File: config.mk
export PLATFORM = sky130hd
export DESIGN_NAME = tick_deframer
export DESIGN_NICKNAME = d
export VERILOG_FILES = /design/src/rtl/tick_deframer.sv
export SDC_FILE = /design/constraint.sdc
export NUM_CORES = 1
export LEC_CHECK = 0
export ABC_AREA = 1
export BUFFER_PORTS_ARGS = -buffer_cell sky130_fd_sc_hd__buf_2
export CORE_ASPECT_RATIO = 0.6
export CORE_UTILIZATION = 51
export CTS_CLUSTER_DIAMETER = 100
export DETAILED_ROUTE_END_ITERATION = 16
export GPL_TIMING_DRIVEN = 0
export HOLD_SLACK_MARGIN = 0.15
export PLACE_DENSITY = 0.76
export SYNTH_ARGS = -nofsm -noshare
export SYNTH_HDL_FRONTEND = slang
export SYNTH_SLANG_ARGS = --single-unit
File: constraint.sdc
create_clock -name clk -period 1.44 [get_ports clk]
set_input_delay 0.144 -clock clk [delete_from_list [all_inputs] [get_ports clk]]
set_output_delay 0.144 -clock clk [all_outputs]
set_load 0.05 [all_outputs]
File: src/rtl/tick_deframer.sv
`timescale 1ns/1ps
// tick_deframer: hunts 6-byte tick frames (SYNC, P3..P0, XOR checksum) and emits Q16.16 prices.
// Optional build macro TICK_PRICE_FILTER_EN drops checked frames whose price is <= 0.
module tick_deframer #(
   parameter logic [7:0] SYNC_BYTE = 8'hA5,
   parameter int         ERR_CNT_W = 16
) (
   input  logic                 clk,
   input  logic                 rst,
   input  logic                 in_valid,
   output logic                 in_ready,
   input  logic [7:0]           in_byte,
   output logic                 out_valid,
   input  logic                 out_ready,
   output logic [31:0]          out_data,
   output logic [ERR_CNT_W-1:0] err_count,
   output logic [15:0]          frame_count
);

   typedef enum logic [1:0] {
      S_HUNT = 2'd0,
      S_PAY  = 2'd1,
      S_CHK  = 2'd2
   } state_t;

   state_t                 r_state;
   state_t                 w_state_nxt;
   logic [1:0]             r_idx;
   logic [31:0]            r_price;
   logic [7:0]             r_xor;
   logic                   r_out_valid;
   logic [31:0]            r_out_data;
   logic [ERR_CNT_W-1:0]   r_err_count;
   logic [15:0]            r_frame_count;
   logic                   w_in_ready;
   logic                   w_accept;
   logic                   w_price_ok;
   logic                   w_load;
   logic                   w_drop;

   // The checksum byte waits until the output register has room for its result.
   assign w_in_ready = (r_state != S_CHK) || !r_out_valid || out_ready;
   assign w_accept   = in_valid && w_in_ready;

`ifdef TICK_PRICE_FILTER_EN
   assign w_price_ok = !r_price[31] && (r_price != 32'd0);
`else
   assign w_price_ok = 1'b1;
`endif

   // Next-state and frame accept/drop decisions.
   always_comb begin
      w_state_nxt = r_state;
      w_load      = 1'b0;
      w_drop      = 1'b0;
      case (r_state)
         S_HUNT: begin
            if (w_accept && (in_byte == SYNC_BYTE)) begin
               w_state_nxt = S_PAY;
            end else begin
               w_state_nxt = S_HUNT;
            end
         end
         S_PAY: begin
            if (w_accept && (r_idx == 2'd3)) begin
               w_state_nxt = S_CHK;
            end else begin
               w_state_nxt = S_PAY;
            end
         end
         S_CHK: begin
            if (w_accept) begin
               w_state_nxt = S_HUNT;
               if ((in_byte == r_xor) && w_price_ok) begin
                  w_load = 1'b1;
               end else begin
                  w_drop = 1'b1;
               end
            end else begin
               w_state_nxt = S_CHK;
            end
         end
         default: begin
            w_state_nxt = S_HUNT;
         end
      endcase
   end

   // State register plus payload shift and running XOR.
   always_ff @(posedge clk) begin
      if (rst) begin
         r_state <= S_HUNT;
         r_idx   <= 2'd0;
         r_price <= 32'd0;
         r_xor   <= 8'd0;
      end else begin
         r_state <= w_state_nxt;
         if (w_accept) begin
            case (r_state)
               S_HUNT: begin
                  r_idx <= 2'd0;
                  r_xor <= 8'd0;
               end
               S_PAY: begin
                  r_price <= {r_price[23:0], in_byte};
                  r_xor   <= r_xor ^ in_byte;
                  r_idx   <= r_idx + 2'd1;
               end
               default: begin
                  r_idx <= r_idx;
               end
            endcase
         end
      end
   end

   // Output register: a reload in the drain cycle wins and keeps valid high.
   always_ff @(posedge clk) begin
      if (rst) begin
         r_out_valid <= 1'b0;
         r_out_data  <= 32'd0;
      end else if (w_load) begin
         r_out_valid <= 1'b1;
         r_out_data  <= r_price;
      end else if (r_out_valid && out_ready) begin
         r_out_valid <= 1'b0;
      end
   end

   // Frame counter wraps, error counter saturates.
   always_ff @(posedge clk) begin
      if (rst) begin
         r_frame_count <= 16'd0;
         r_err_count   <= {ERR_CNT_W{1'b0}};
      end else begin
         if (w_load) begin
            r_frame_count <= r_frame_count + 16'd1;
         end
         if (w_drop && (r_err_count != {ERR_CNT_W{1'b1}})) begin
            r_err_count <= r_err_count + ERR_CNT_W'(1);
         end
      end
   end

   assign in_ready    = w_in_ready;
   assign out_valid   = r_out_valid;
   assign out_data    = r_out_data;
   assign err_count   = r_err_count;
   assign frame_count = r_frame_count;

endmodule

==> impl_metrics.toml, run 1 <==
[power]
p_total_w = 0.00569
powerDensity_nw_per_um2 = 876
peakVddDrop_mv = 0.620
p_leak_nw = 3.02

[critical_path]
crit_type = "flip-flop to flip-flop"
required_ns = 1.73
crit_buf_inv = 1
reg2regPathDepth = 9
r2r_slack_ns = -0.11
end_kind = "flip-flop"
crit_fanout = 10
rr_endpoint = "out_data[0]$_SDFFE_PP0P_"
cpLargestDelayFamily = "simple AND/OR/NAND/NOR gates"
critPathMaxStageDelay_ns = 0.35
cp_cell_sequence = "nand2_1 -> nand2_1 -> nand2_2 -> nor2_4 -> nand2_8 -> nor2_8 -> buf_6 -> o21ai_1 -> nor2_1"
cp_common_cell = "nand2_1"
cpMaxStageDelayCell = "dfxtp_2"
r2r_start = "r_xor[0]$_SDFFE_PP0P_"
arrival_ns = 1.85
start_kind = "flip-flop"

[cts]
cts_buffers = 9
clockBufferDepth = 2
cts_num_sinks = 109
clk_pin_slew_ns = 0.07
cts_tree = "done"
cts_root_buffer = "clkbuf_16"
clock_latency_ns = 0.36
cts-htree-levels = 3

[yosys]
syn_avg_cell_area_um2 = 7.02
ys_top_cells_by_area = "dfxtp_1 45%, nor2_1 14%, nand2_1 9.9%"
synthCells = 687
synthSimpleGateAreaFrac_pct = 32.6
synth_top_family_by_area = "simple AND/OR/NAND/NOR gates"
synth_adder_area_share_pct = 0.779
synth_nets = 702
synth_area_um2 = 4820
synth.distinct_cells = 30
yosysWarningCount = 0
synth-seq-cells = 109
synth_top_area_share_pct = 45.3
synth_top_cell_by_area = "dfxtp_1"
synth-xor-area-share_pct = 1.45
synthMuxAreaShare_pct = 0
synth_compound_area_share_pct = 12.5
yosysSeqAreaShare_pct = 45.3

[die]
start_util_pct = 52.5
io_pins = 78
die_area_um2 = 9860
die_w_um = 128
rows = 27
core_area_um2 = 9190
die_h_um = 77.3

[place]
dp_hpwl_um = 9410
port_buffers = 76
globalplace.congestion = 0.890

[final_layout]
num_antenna_cells = 0
area_growth_pct = 34.8
drive_above_1_share_pct = 31.3
fill_cells = 733
nNetsFinal = 827

[timing]
relSlewSlack_pct = 54.9
fmax_mhz = 644
hold_violations = 0
slew_viol_final = 0
fin_crit_sh_pct = 108
fin_skew_ns = 0.00410
layout_setup_ws_ns = -0.113
period_minus_slack_ns = 1.55
setup_violations = 63
worst_pin_slew_ns = 0.677
hold_ws_ns = 0.159
rsz0062_at_grt = "yes"

[route]
wirelength_um = 14400
drc_errors = 0
dr.pass1.iters = 7
via_count = 5067
via_per_inst = 5.35
first_iter_violations = 533
avgRoutedWirePerCell_um = 15.2
final_antenna_net_count = 0

[flow_run]
drv_cap = 0

[global_route]
grt_max_degree = 18
track_usage_pct = 28.5
grt_antenna_before_repair = 0
grt-ovfl-total = 0
grt_pass1_wl_um = 21900
grt_pass1_vias = 4505

[run_status]
status = "complete, but fails checks"
failed_checks = "setup timing"

[worst_hold_path]
min-delay-start = "out_ready"
hold_depth = 4
holdPathEnd = "out_valid$_SDFFE_PP0P_"
holdCritPathClass = "primary input to flip-flop"
-- state kept, by name, summed over array words and instances, names as in the netlist --
signal / flops
r_xor: 8
frame_count: 16
r_state: 2
r_price: 32
r_idx: 2
out_data: 32
out_valid: 1
err_count: 16
-- worst register-to-register path, delay by kind of cell (launching register included) --
family                 cells  cell delay [ns]
flip-flops                 1             0.35
buffers and inverters      1             0.19
AND/OR/NAND/NOR            7             0.87
AO/OA/AOI/OAI              1             0.08
-- synth_stat cells --
| cell type | instances |
|---|---|
| xor2_1 | 5 |
| clkbuf_1 | 17 |
| inv_1 | 44 |
| clkinv_2 | 1 |
| buf_4 | 3 |
| o211ai_1 | 1 |
| o21ai_0 | 45 |
| nand2_1 | 127 |
| a21oi_2 | 1 |
| nor2_8 | 2 |
| o21ai_1 | 34 |
| nor3_1 | 3 |
| a21oi_1 | 37 |
| nor2_1 | 177 |
| buf_6 | 5 |
| buf_2 | 5 |
| nand3_1 | 31 |
| inv_2 | 5 |
| ha_1 | 3 |
| nand3b_1 | 1 |
| dfxtp_1 | 109 |
| nand4_1 | 13 |
| nand3_2 | 1 |
| a22oi_1 | 1 |
| nand3_4 | 2 |
| nand2_4 | 1 |
| nor2_4 | 2 |
| nor2_2 | 4 |
| xnor2_1 | 3 |
| nand2_2 | 4 |
-- layout make-up --
type / instances / area [um2] / area share [%]
flip-flops and latches: 109 / 2250 / 34.7
repair buffers: 114 / 772 / 11.9
multi-input cells: 498 / 2610 / 40.2
clock inverters: 5 / 51.3 / 0.790
plain buffers: 30 / 219 / 3.37
clock buffers: 11 / 233 / 3.58
well taps: 130 / 163 / 2.50
inverters: 50 / 195 / 3.00
-- report_power, final --
| group | internal, W | switching (W) | total (W) | leakage [nW] |
|---|---|---|---|---|
| combinational | 0.0000739 | 0.000145 | 0.000219 | 1.98 |
| clock | 0.00134 | 0.00113 | 0.00247 | 0.144 |
| sequential | 0.00299 | 0.00000417 | 0.00300 | 0.899 |
-- through the flow --
stage                     cell area, um2  std cells  setup slack, ns  utilization (%)  TNS (ns)
after floorplan                     4930        687          -0.0311                -    -0.236
after global placement              5480        893           -0.164             59.6     -6.99
after detailed placement            5480        893           -0.207             59.6    -10.80
after CTS                           6150        940          -0.0863             67.0     -2.33
after global routing                6500        947           -0.210             70.7     -9.87
final                               6500        947           -0.113             70.7     -4.22
-- layout by cell type (no fill, tap or decap), drive strengths merged --
cell type	instances
xnor2	3
bufinv	1
a21oi	38
nand3	34
dfxtp	109
o211ai	1
inv	50
a22oi	1
o21ai	79
xor2	5
clkinv	4
clkbuf	29
nor2	185
nand2	132
buf	111
ha	3
dlygate4sd3	15
nand4	13
nor3	3
nand3b	1
-- what timing repair did --
| item | 4_1_cts | 5_1_grt |
|---|---|---|
| gates cloned | 2 | 3 |
| hold buffers | 15 | 0 |
| buffers inserted | 14 | 5 |
| endpoints found under the hold margin | 13 | 0 |
| endpoints found under the setup margin | 107 | 97 |
| pin swaps | 7 | 29 |
| resized for setup | 39 | 90 |
-- kinds of logic after synthesis --
kind of cell,after synthesis
buffers and inverters,80
DFF,109
AOI/OAI and AO/OA,119
and+or+nand+nor,368
adders and majority gates,3
xor gates and xnor gates,8
-- how the worst max path moves through the flow --
stage	depth (start not counted)	slack (ns)	start	end
floorplan	10	-0.03	out_valid$_SDFFE_PP0P_	r_xor[4]$_SDFFE_PP0P_
global placement	6	-0.16	rst	err_count[8]$_SDFFE_PP0P_
detailed placement	6	-0.21	rst	err_count[8]$_SDFFE_PP0P_
CTS	10	-0.09	r_xor[4]$_SDFFE_PP0P_	frame_count[9]$_SDFFE_PP0P_
global route	11	-0.21	r_xor[7]$_SDFFE_PP0P_	frame_count[10]$_SDFFE_PP0P_
finish	9	-0.11	r_xor[0]$_SDFFE_PP0P_	out_data[0]$_SDFFE_PP0P_
-- layer usage --
| metal | track usage (%) | part of all wire (%) | up-vias |
|---|---|---|---|
| li1 | - | - | 2468 |
| met1 | 42.5 | 47 | 2335 |
| met2 | 40.6 | 43 | 250 |
| met3 | 6.98 | 9.5 | 14 |
| met4 | 7.38 | 0.93 | 0 |
| met5 | 0 | 0 | - |
Power figures use the tool's default switching activity.
==> run 2: changes to the inputs <==
- MAX_ROUTING_LAYER: not set -> met4
- SETUP_SLACK_MARGIN: not set -> 0.2
==> impl_metrics.toml, run 2 (synthesis gave the netlist of run 1 again) <==
[critical_path]
cp_cell_sequence = "nand2_1 -> nand2_1 -> nand2_2 -> nor2_4 -> nand2_4 -> nor2_8 -> buf_8 -> o21ai_1 -> nor2_1"
required_ns = 1.72
cp_common_cell = "nand2_1"
cpMaxStageDelayCell = "dfxtp_1"
critPathMaxStageDelay_ns = 0.39
crit_type = "flip-flop to flip-flop"
arrival_ns = 2.06
crit_fanout = 10
end_kind = "flip-flop"
start_kind = "flip-flop"

[route]
first_iter_violations = 1025
dr.pass1.iters = 6
via_count = 6110
avgRoutedWirePerCell_um = 21.5
final_antenna_net_count = 0
drc_errors = 0
via_per_inst = 6.26
wirelength_um = 21000

[cts]
cts_buffers = 9
clk_pin_slew_ns = 0.08
clock_latency_ns = 0.36
cts_root_buffer = "clkbuf_16"
cts_tree = "done"
clockBufferDepth = 2
cts-htree-levels = 3
cts_num_sinks = 109

[global_route]
track_usage_pct = 33.7
grt-ovfl-total = 0
grt_pass1_vias = 4984
grt_pass1_wl_um = 24900
grt_antenna_before_repair = 0
grt_max_degree = 18

[timing]
slew_viol_final = 0
fin_crit_sh_pct = 124
setup_violations = 107
hold_ws_ns = 0.125
relSlewSlack_pct = 39.0
rsz0062_at_grt = "yes"
hold_violations = 0
period_minus_slack_ns = 1.79
layout_setup_ws_ns = -0.349
worst_pin_slew_ns = 0.914
fmax_mhz = 559
fin_skew_ns = 0.0158

[place]
place_area_um2 = 5620
globalplace.congestion = 0.940
port_buffers = 76
dp_hpwl_um = 9800
pre_cts_slack_ns = -0.272

[final_layout]
final_area_um2 = 7450
drive_above_1_share_pct = 44.2
area_growth_pct = 54.7
layout_common_cells = "139 x nor2_1, 100 x nand2_1, 73 x buf_2, 71 x dfxtp_1, 37 x inv_1"
num_antenna_cells = 0
nNetsFinal = 856
finish.utilization_pct = 81.1
final_common_cell = "nor2_1"

[die]
start_util_pct = 52.5
die_area_um2 = 9860
die_w_um = 128
core_area_um2 = 9190
die_h_um = 77.3
rows = 27
io_pins = 78

[run_status]
status = "complete, but fails checks"
failed_checks = "setup timing"

[worst_hold_path]
holdCritPathClass = "primary input to flip-flop"

[power]
peakVddDrop_mv = 0.826
p_leak_nw = 3.32
powerDensity_nw_per_um2 = 780

[flow_run]
drv_cap = 0
[run 2: area by class of cell]
type | instances | area [um2]
fillers | 464 | 1730
clock buffers | 12 | 267
repair buffers | 143 | 1180
inverters | 50 | 218
clock inverters | 4 | 28.8
flip-flops and latches | 109 | 2270
plain buffers | 30 | 318
well taps | 130 | 163
multi-input cells | 498 | 3010
[run 2: what timing repair did]
action | CTS | global route
resized for setup | 115 | 158
pin swaps | 53 | 59
cloned | 3 | 4
endpoints found under the setup margin | 109 | 111
endpoints found under the hold margin | 13 | 2
buffers inserted | 22 | 27
hold buffers | 10 | 1
[run 2: per-stage QoR]
stage                     TNS (ns)  total power (W)  std cells
after floorplan             -0.127          0.00318        687
after global placement       -8.57          0.00324        893
after detailed placement    -12.99          0.00324        893
after CTS                    -2.08          0.00569        944
after global routing        -25.21          0.00592        976
final                       -19.85          0.00581        976
[run 2: layer usage]
metal,track usage [%],vias to the layer above,share of wire [%]
li1,-,2511,-
met4,10.2,0,6.8
met1,43.6,2841,38
met3,9.35,189,13
met5,-,-,0
met2,51.0,569,42
[run 2: path summary, 6_finish.rpt]
check                        startpoint                         to  slack, ns  cells after the start
setup / recovery  r_xor[0]$_SDFFE_PP0P_  out_data[15]$_SDFFE_PP0P_      -0.35                      9
hold / removal               in_byte[3]      r_xor[3]$_SDFFE_PP0P_       0.12                      4
setup reg to reg  r_xor[0]$_SDFFE_PP0P_  out_data[15]$_SDFFE_PP0P_      -0.35                      9
hold reg to reg   r_xor[3]$_SDFFE_PP0P_      r_xor[3]$_SDFFE_PP0P_       0.49                      2
[run 2: worst max-delay path, delay by kind of cell (launching register included)]
kind,cells,cell delay (ns)
and+or+nand+nor,7,1.03
DFF,1,0.39
buffers and inverters,1,0.19
AOI/OAI and AO/OA,1,0.09
[run 2: where the power goes]
group | internal [W] | switching (W)
clock | 0.00133 | 0.00119
sequential | 0.00299 | 0.00000555
combinational | 0.000108 | 0.000195
==> run 3: changes to the inputs <==
- SETUP_SLACK_MARGIN: 0.2 -> 0.05
==> impl_metrics.toml, run 3 (synthesis gave the netlist of run 1 again) <==
[die]
die_h_um = 77.3
io_pins = 78
die_w_um = 128
core_area_um2 = 9190
die_area_um2 = 9860
rows = 27
start_util_pct = 52.5

[route]
first_iter_violations = 777
drc_errors = 0
dr.pass1.iters = 7
via_count = 5530
via_per_inst = 5.70
avgRoutedWirePerCell_um = 17.3
wirelength_um = 16700
final_antenna_net_count = 0

[run_status]
failed_checks = "setup timing"
status = "complete, but fails checks"

[critical_path]
arrival_ns = 1.87
reg2regPathDepth = 11
r2r_slack_ns = -0.20
cp_common_cell = "nand2_2"
crit_type = "flip-flop to flip-flop"
rr_endpoint = "frame_count[6]$_SDFFE_PP0P_"
required_ns = 1.67
start_kind = "flip-flop"
cp_cell_sequence = "inv_2 -> nand2_2 -> nand2_2 -> nand2_2 -> nor2_4 -> nand2_8 -> nor2_8 -> buf_6 -> nand3_2 -> nand2_2 -> nor2_1"
cpMaxStageDelayCell = "dfxtp_2"
crit_start = "r_xor[7]$_SDFFE_PP0P_"
r2r_start = "r_xor[7]$_SDFFE_PP0P_"
end_kind = "flip-flop"
critPathMaxStageDelay_ns = 0.35
crit_fanout = 7

[timing]
relSlewSlack_pct = 50.4
setup_tns_ns = -8.18
slew_viol_final = 0
setup_violations = 67
rsz0062_at_grt = "yes"
fin_skew_ns = 0.00737
worst_pin_slew_ns = 0.744
fmax_mhz = 611
hold_violations = 0
fin_crit_sh_pct = 114
layout_setup_ws_ns = -0.197
period_minus_slack_ns = 1.64
hold_ws_ns = 0.180

[final_layout]
fill_cells = 621
area_growth_pct = 44.0
final_common_cell = "nor2_1"
nNetsFinal = 850
multi_input_area_um2 = 2780
fin_cells = 970
drive_above_1_share_pct = 39.5
layout_common_cells = "160 x nor2_1, 82 x nand2_1, 77 x buf_2, 69 x dfxtp_1, 37 x o21ai_0"
seqCellArea_um2 = 2260
num_antenna_cells = 0

[global_route]
grt-ovfl-total = 0
grt_antenna_before_repair = 0
grt_pass1_wl_um = 23800
grt_max_degree = 18
grt_pass1_vias = 4774
track_usage_pct = 32.2

[cts]
cts_buffers = 9
cts_num_sinks = 109
clk_pin_slew_ns = 0.08
cts-htree-levels = 3
cts_tree = "done"
clock_latency_ns = 0.35
clockBufferDepth = 2
cts_root_buffer = "clkbuf_16"

[worst_hold_path]
hold_depth = 4
min-delay-start = "in_byte[1]"
holdCritPathClass = "primary input to flip-flop"
holdPathEnd = "r_state[0]$_SDFF_PP0_"

[place]
dp_hpwl_um = 9370
port_buffers = 76
placed_cells = 893
globalplace.congestion = 0.926

[power]
p_leak_nw = 3.21
powerDensity_nw_per_um2 = 846
p_total_w = 0.00587
peakVddDrop_mv = 0.664

[flow_run]
drv_cap = 0
run 3: cell type report:
cell class	count	share of cell area, %
multi-input combinational	498	40.0
inverter	50	2.85
timing repair buffer	137	14.3
tap	130	2.34
sequential	109	32.6
clock buffer	13	4.04
buffer	30	3.51
clock inverter	3	0.342
run 3: timing repair:
action / 4_1_cts / 5_1_grt
setup buffers: 24 / 17
endpoints found under the hold margin: 12 / 1
resized for setup: 77 / 125
endpoints found under the setup margin: 107 / 100
cloned: 5 / 1
pin swaps: 20 / 38
hold buffers: 12 / 3
run 3: stage by stage:
| stage | instance area (um2) | utilization, % | setup slack [ns] |
|---|---|---|---|
| finish | 6940 | 75.5 | -0.197 |
| global route | 6940 | 75.5 | -0.280 |
| CTS | 6380 | 69.5 | -0.0844 |
| detailed placement | 5500 | 59.9 | -0.294 |
| global placement | 5500 | 59.9 | -0.209 |
| floorplan | 4960 | - | -0.0167 |
run 3: power breakdown:
part | switching, W | internal (W) | leakage, nW
combinational | 0.000191 | 0.000122 | 2.15
sequential | 0.00000530 | 0.00299 | 0.902
clock | 0.00118 | 0.00138 | 0.153
total | 0.00138 | 0.00449 | 3.21
run 3: worst max path at each step:
stage / to / slack (ns) / depth (start not counted)
6_report: frame_count[6]$_SDFFE_PP0P_ / -0.20 / 11
3_5_place_dp: err_count[8]$_SDFFE_PP0P_ / -0.29 / 6
3_3_place_gp: err_count[8]$_SDFFE_PP0P_ / -0.21 / 6
4_1_cts: frame_count[6]$_SDFFE_PP0P_ / -0.08 / 11
5_1_grt: frame_count[6]$_SDFFE_PP0P_ / -0.28 / 11
2_1_floorplan: err_count[7]$_SDFFE_PP0P_ / -0.02 / 9
run 3: critical path: cells and delay by family, from the launching register on:
family | cells | cell delay (ns)
DFF | 1 | 0.35
and+or+nand+nor | 9 | 0.93
buffers and inverters | 2 | 0.23
run 3: layer usage:
metal,vias up,track usage (%),routed length [um]
met4,0,11.7,590
met2,369,45.7,7230
met5,-,-,0
li1,2510,-,-
met3,73,7.19,1780
met1,2578,44.5,7150
